**config.mk**
```make
export PLATFORM = sky130hd
export DESIGN_NAME = rf_wb_arbiter
export DESIGN_NICKNAME = d
export VERILOG_FILES = /design/src/rtl/rf_wb_arbiter.sv
export SDC_FILE = /design/constraint.sdc
export NUM_CORES = 1
export LEC_CHECK = 0
export ABC_AREA = 1
export CAP_MARGIN = 0
export CORE_MARGIN = 4
export CORE_UTILIZATION = 48
export DETAILED_ROUTE_END_ITERATION = 12
export GPL_TIMING_DRIVEN = 0
export HOLD_SLACK_MARGIN = 0.08
export PLACE_DENSITY = 0.86
export SLEW_MARGIN = 15
export SYNTH_ARGS = -nofsm -noshare
export SYNTH_HDL_FRONTEND = slang
export SYNTH_SLANG_ARGS = --single-unit
```
**constraint.sdc**
```tcl
create_clock -name clk -period 3 [get_ports clk]
set_input_delay 0.75 -clock clk [delete_from_list [all_inputs] [get_ports clk]]
set_output_delay 0.75 -clock clk [all_outputs]
set_load 0.01 [all_outputs]
```
**src/rtl/rf_wb_arbiter.sv**
```systemverilog
// rf_wb_arbiter: merges core writebacks and a 4-deep coprocessor result FIFO onto one regfile write port.
// Optional feature: define RF_WB_PENDING_CHECK_EN to build the rs1/rs2 pending-write hazard query.
module rf_wb_arbiter #(
    parameter int STARVE_LIMIT = 7
) (
    input  logic        clk,
    input  logic        rst,
    input  logic        core_valid,
    input  logic [4:0]  core_rd_addr,
    input  logic [31:0] core_rd_data,
    output logic        core_stall,
    input  logic        cop_valid,
    output logic        cop_ready,
    input  logic [4:0]  cop_rd_addr,
    input  logic [31:0] cop_rd_data,
    output logic        w_enable,
    output logic [4:0]  rd_addr,
    output logic [31:0] rd_data,
    input  logic [4:0]  rs1_addr,
    input  logic [4:0]  rs2_addr,
    output logic        rs1_pending,
    output logic        rs2_pending
);
    // Extra headroom keeps the counter at least one bit wide for tiny limits.
    localparam int SW = $clog2(STARVE_LIMIT + 2);
    localparam logic [SW-1:0] LIMIT_S = SW'(STARVE_LIMIT);

    logic [4:0]    fifo_addr_r [4];
    logic [31:0]   fifo_data_r [4];
    logic [1:0]    wr_ptr_r;
    logic [1:0]    rd_ptr_r;
    logic [2:0]    count_r;
    logic [2:0]    count_next_s;
    logic [SW-1:0] starve_r;
    logic [SW-1:0] starve_next_s;
    logic          w_enable_r;
    logic [4:0]    rd_addr_r;
    logic [31:0]   rd_data_r;

    logic          fifo_empty_s;
    logic          ready_s;
    logic          stall_s;
    logic          core_grant_s;
    logic          fifo_grant_s;
    logic          push_s;
    logic          write_s;
    logic [4:0]    sel_addr_s;
    logic [31:0]   sel_data_s;

    // Arbitration, FIFO occupancy and starvation bookkeeping.
    always_comb begin
        fifo_empty_s = (count_r == 3'd0);
        ready_s      = !rst && (count_r != 3'd4);
        stall_s      = !rst && !fifo_empty_s && (starve_r == LIMIT_S);
        core_grant_s = core_valid && !stall_s;
        fifo_grant_s = !core_grant_s && !fifo_empty_s;
        push_s       = cop_valid && ready_s;

        if (core_grant_s) begin
            sel_addr_s = core_rd_addr;
            sel_data_s = core_rd_data;
        end else begin
            sel_addr_s = fifo_addr_r[rd_ptr_r];
            sel_data_s = fifo_data_r[rd_ptr_r];
        end
        // Writes to x0 are dropped but still consume their grant.
        write_s = (core_grant_s || fifo_grant_s) && (sel_addr_s != 5'd0);

        case ({push_s, fifo_grant_s})
            2'b10:   count_next_s = count_r + 3'd1;
            2'b01:   count_next_s = count_r - 3'd1;
            default: count_next_s = count_r;
        endcase

        if (fifo_grant_s || fifo_empty_s) begin
            starve_next_s = {SW{1'b0}};
        end else if (starve_r != LIMIT_S) begin
            starve_next_s = starve_r + SW'(1);
        end else begin
            starve_next_s = starve_r;
        end
    end

    // FIFO storage; only occupied slots are ever read, so no reset is needed.
    always_ff @(posedge clk) begin
        if (push_s) begin
            fifo_addr_r[wr_ptr_r] <= cop_rd_addr;
            fifo_data_r[wr_ptr_r] <= cop_rd_data;
        end
    end

    // FIFO pointers, occupancy and starvation counter.
    always_ff @(posedge clk) begin
        if (rst) begin
            wr_ptr_r <= 2'd0;
            rd_ptr_r <= 2'd0;
            count_r  <= 3'd0;
            starve_r <= {SW{1'b0}};
        end else begin
            if (push_s) begin
                wr_ptr_r <= wr_ptr_r + 2'd1;
            end
            if (fifo_grant_s) begin
                rd_ptr_r <= rd_ptr_r + 2'd1;
            end
            count_r  <= count_next_s;
            starve_r <= starve_next_s;
        end
    end

    // Registered regfile write port; address/data hold when no write issues.
    always_ff @(posedge clk) begin
        if (rst) begin
            w_enable_r <= 1'b0;
            rd_addr_r  <= 5'd0;
            rd_data_r  <= 32'd0;
        end else begin
            w_enable_r <= write_s;
            if (write_s) begin
                rd_addr_r <= sel_addr_s;
                rd_data_r <= sel_data_s;
            end
        end
    end

    assign cop_ready  = ready_s;
    assign core_stall = stall_s;
    assign w_enable   = w_enable_r;
    assign rd_addr    = rd_addr_r;
    assign rd_data    = rd_data_r;

`ifdef RF_WB_PENDING_CHECK_EN
    function automatic logic entry_live(input logic [1:0] idx, input logic [1:0] head,
                                        input logic [2:0] cnt);
        logic [1:0] off;
        off = idx - head;
        return ({1'b0, off} < cnt);
    endfunction

    logic rs1_hit_s;
    logic rs2_hit_s;

    // Match source registers against buffered entries and the write in flight.
    always_comb begin
        rs1_hit_s = w_enable_r && (rd_addr_r == rs1_addr);
        rs2_hit_s = w_enable_r && (rd_addr_r == rs2_addr);
        for (int i = 0; i < 4; i++) begin
            rs1_hit_s = rs1_hit_s | (entry_live(2'(i), rd_ptr_r, count_r) && (fifo_addr_r[i] == rs1_addr));
            rs2_hit_s = rs2_hit_s | (entry_live(2'(i), rd_ptr_r, count_r) && (fifo_addr_r[i] == rs2_addr));
        end
    end

    assign rs1_pending = !rst && (rs1_addr != 5'd0) && rs1_hit_s;
    assign rs2_pending = !rst && (rs2_addr != 5'd0) && rs2_hit_s;
`else
    logic unused_rs_s;
    assign unused_rs_s = ^{rs1_addr, rs2_addr};
    assign rs1_pending = 1'b0;
    assign rs2_pending = 1'b0;
`endif

endmodule

```
==> results.py <==
metrics = {
    "run_status": {
        "status": "complete, no violations",
    },
    "layout": {
        "final_nets": 1059,
        "final_area_mm2": 0.0104,
        "layout_commonest_cell": "nand2_1",
        "insertedDiodeCount": 0,
        "fillCellCount": 1248,
        "synthToLayoutAreaGrowth_pct": 26.8,
        "instances_no_fill": 1197,
        "final_cell_mix": "213 x nand2_1, 148 x edfxtp_1, 143 x nor2_1",
        "drive_above_1_share_pct": 6.45,
    },
    "floorplan": {
        "ios": 130,
        "die_h_um": 139,
        "die_area_mm2": 0.0192,
        "start_util_pct": 49.3,
        "die_x_um": 139,
        "rows": 47,
        "core-area_mm2": 0.0166,
    },
    "critical_path": {
        "arrival_ns": 3.15,
        "end_kind": "register",
        "critPathRequiredTime_ns": 3.32,
        "path_class": "reg -> reg",
        "path_max_fanout": 10,
        "startpoint_type": "register",
    },
    "synthesis": {
        "synth_area_leaders": "edfxtp_1 54%, dfxtp_1 12%, nand2_1 9.8%",
        "synth-warning-count": 0,
        "synth_flop_cell": "edfxtp_1",
        "synthCells": 820,
        "ys_seq_area_share_pct": 66.7,
        "yosys.area.top_type": "edfxtp_1",
        "synth_cell_type_count": 30,
        "syn_area_mm2": 0.00820,
        "avgSynthCellArea_um2": 10.0,
        "synth_edf_count": 148,
        "synthDominantCellAreaShare_pct": 54.2,
        "synth-async-reset-ratio_pct": 0,
        "synth.ff_latch_count": 199,
    },
    "sta": {
        "fin_ws_ns": 0.167,
        "hold_violations": 0,
        "finalMaxSlewViolations": 0,
        "grt_setup_unrepaired": "no",
        "tightest_slew_ns": 0.852,
        "fmax_mhz": 353,
        "period_share_pct": 94.4,
        "slew_headroom_pct": 43.1,
        "fin_crit_ns": 2.83,
        "finClkSkew_ns": 0.0121,
        "whs_ns": 0.461,
        "setup-violations-final": 0,
    },
    "global_route": {
        "overflow": 0,
        "grt_max_degree": 25,
        "antenna_found_initial": 0,
        "first_global_vias": 6129,
        "grt_usage_pct": 21.1,
        "grt_pass1_wl_um": 31700,
    },
    "clock_network": {
        "cts_buffers": 17,
        "numClockSinks": 199,
        "cts_tree": "yes",
        "cts_buffer_depth": 2,
        "cts-root-buf": "clkbuf_16",
        "cts_max_level": 4,
        "clk_pin_slew_ns": 0.06,
        "clk-insertion-delay-late_ns": 0.43,
    },
    "drt": {
        "antenna_left": 0,
        "wl_per_cell_um": 17.0,
        "wl_um": 20400,
        "drc": 0,
        "viasPerCell": 5.24,
        "drt_iter0_drc": 685,
        "num_vias": 6271,
        "first_pass_iters": 5,
    },
    "run": {
        "cap_violations": 0,
    },
    "power_and_ir_drop": {
        "powerDensity_mw_per_mm2": 724,
        "peakVddDrop_mv": 0.513,
        "power_leakage_nw": 4.01,
        "finalPower_mw": 7.52,
    },
    "placement": {
        "port_buffers": 116,
        "pre_cts_ws_ns": -0.740,
        "gp_congestion": 0.805,
        "dp_cells": 1163,
        "place_area_mm2": 0.00982,
        "place.detailed.hpwl_um": 13800,
    },
    "min_path": {
        "hold_class": "reg -> reg",
    },
}
metrics by stage:
| step | setup TNS [ns] | utilization [%] |
|---|---|---|
| 2_1_floorplan | -43.21 | - |
| 6_report | 0 | 62.4 |
| 3_3_place_gp | -300.06 | 57.9 |
| 4_1_cts | 0 | 62.4 |
| 5_1_grt | 0 | 62.4 |
| 3_5_place_dp | -8.14 | 59.0 |
flip-flops by register name (all words and copies together), names as in the netlist, named ones only:
register	count
count_r	3
fifo_addr_r	20
fifo_data_r	128
rd_addr	5
rd_data	32
rd_ptr_r	2
starve_r	4
w_enable	1
wr_ptr_r	2
report_power, final:
part	internal [mW]	total, mW	leakage, nW	switching (mW)
logic	0.824	2.07	1.97	1.25
clock network	1.14	2.13	0.269	0.986
registers	3.21	3.32	1.77	0.117
total	5.17	7.52	4.01	2.35
worst max-delay path, stage by stage, from the launching register on:
cell,delay [ns]
dfxtp_1,0.36
ha_1,0.19
nand2_1,0.11
nor2_4,0.15
nand3_4,0.13
nand2_2,0.10
buf_6,0.16
clkinv_2,0.17
a31oi_4,0.19
ha_1,0.17
inv_1,0.08
fa_1,0.39
a21oi_1,0.15
o21ai_0,0.11
o21ai_0,0.18
a21oi_1,0.06
layout make-up:
cell class / instances / area, um2 / share of cell area [%]
tap: 220 / 275 / 2.65
buffer: 43 / 206 / 1.99
multi-input combinational: 516 / 2330 / 22.4
clock inverter: 9 / 68.8 / 0.662
clock buffer: 23 / 479 / 4.61
inverter: 63 / 240 / 2.31
timing repair buffer: 124 / 1330 / 12.7
sequential: 199 / 5470 / 52.6
metal layers:
metal	up-vias	part of all wire, %	wire, um	GRT usage [%]
met5	-	0	0	0
met4	0	1.6	325	6.44
met3	36	9.5	1940	5.66
met2	310	50	10100	35.5
met1	2915	39	8030	27.0
li1	3010	-	-	-
repair_timing:
item | 4_1_cts | 5_1_grt
setup endpoints to repair | 2 | 1
resized for setup | 4 | 0
hold endpoints to repair | 0 | 0
pin swaps | 0 | 0
setup buffers | 1 | 1
cloned | 0 | 0
hold buffers | 0 | 0
synthesized netlist by cell type, types with 2 or more instances:
cell type	instances
dfxtp_1	51
nand2_1	213
buf_2	6
nor2_1	147
buf_1	3
a21oi_1	13
clkbuf_1	28
inv_1	60
nand3b_1	3
nand3_1	15
inv_2	2
o22ai_1	32
edfxtp_1	148
buf_6	4
nand3_2	2
buf_4	2
ha_1	6
a31oi_1	2
o21ai_0	72
final timing paths:
kind | from | to | slack, ns | cells after the start
min reg2reg | rd_addr[0] | rd_addr[0] | 0.46 | 2
min | rd_addr[0] | rd_addr[0] | 0.46 | 2
max | starve_r[0] | count_r[2] | 0.17 | 15
max reg2reg | starve_r[0] | count_r[2] | 0.17 | 15
kinds of logic after synthesis:
family          synth area share (%)
simple gates                    18.5
compound gates                  8.23
flops                           66.7
fa+ha+maj                       1.16
buf+inv                         5.40
other cells                   0.0457
(Power assumes the default switching activity.)
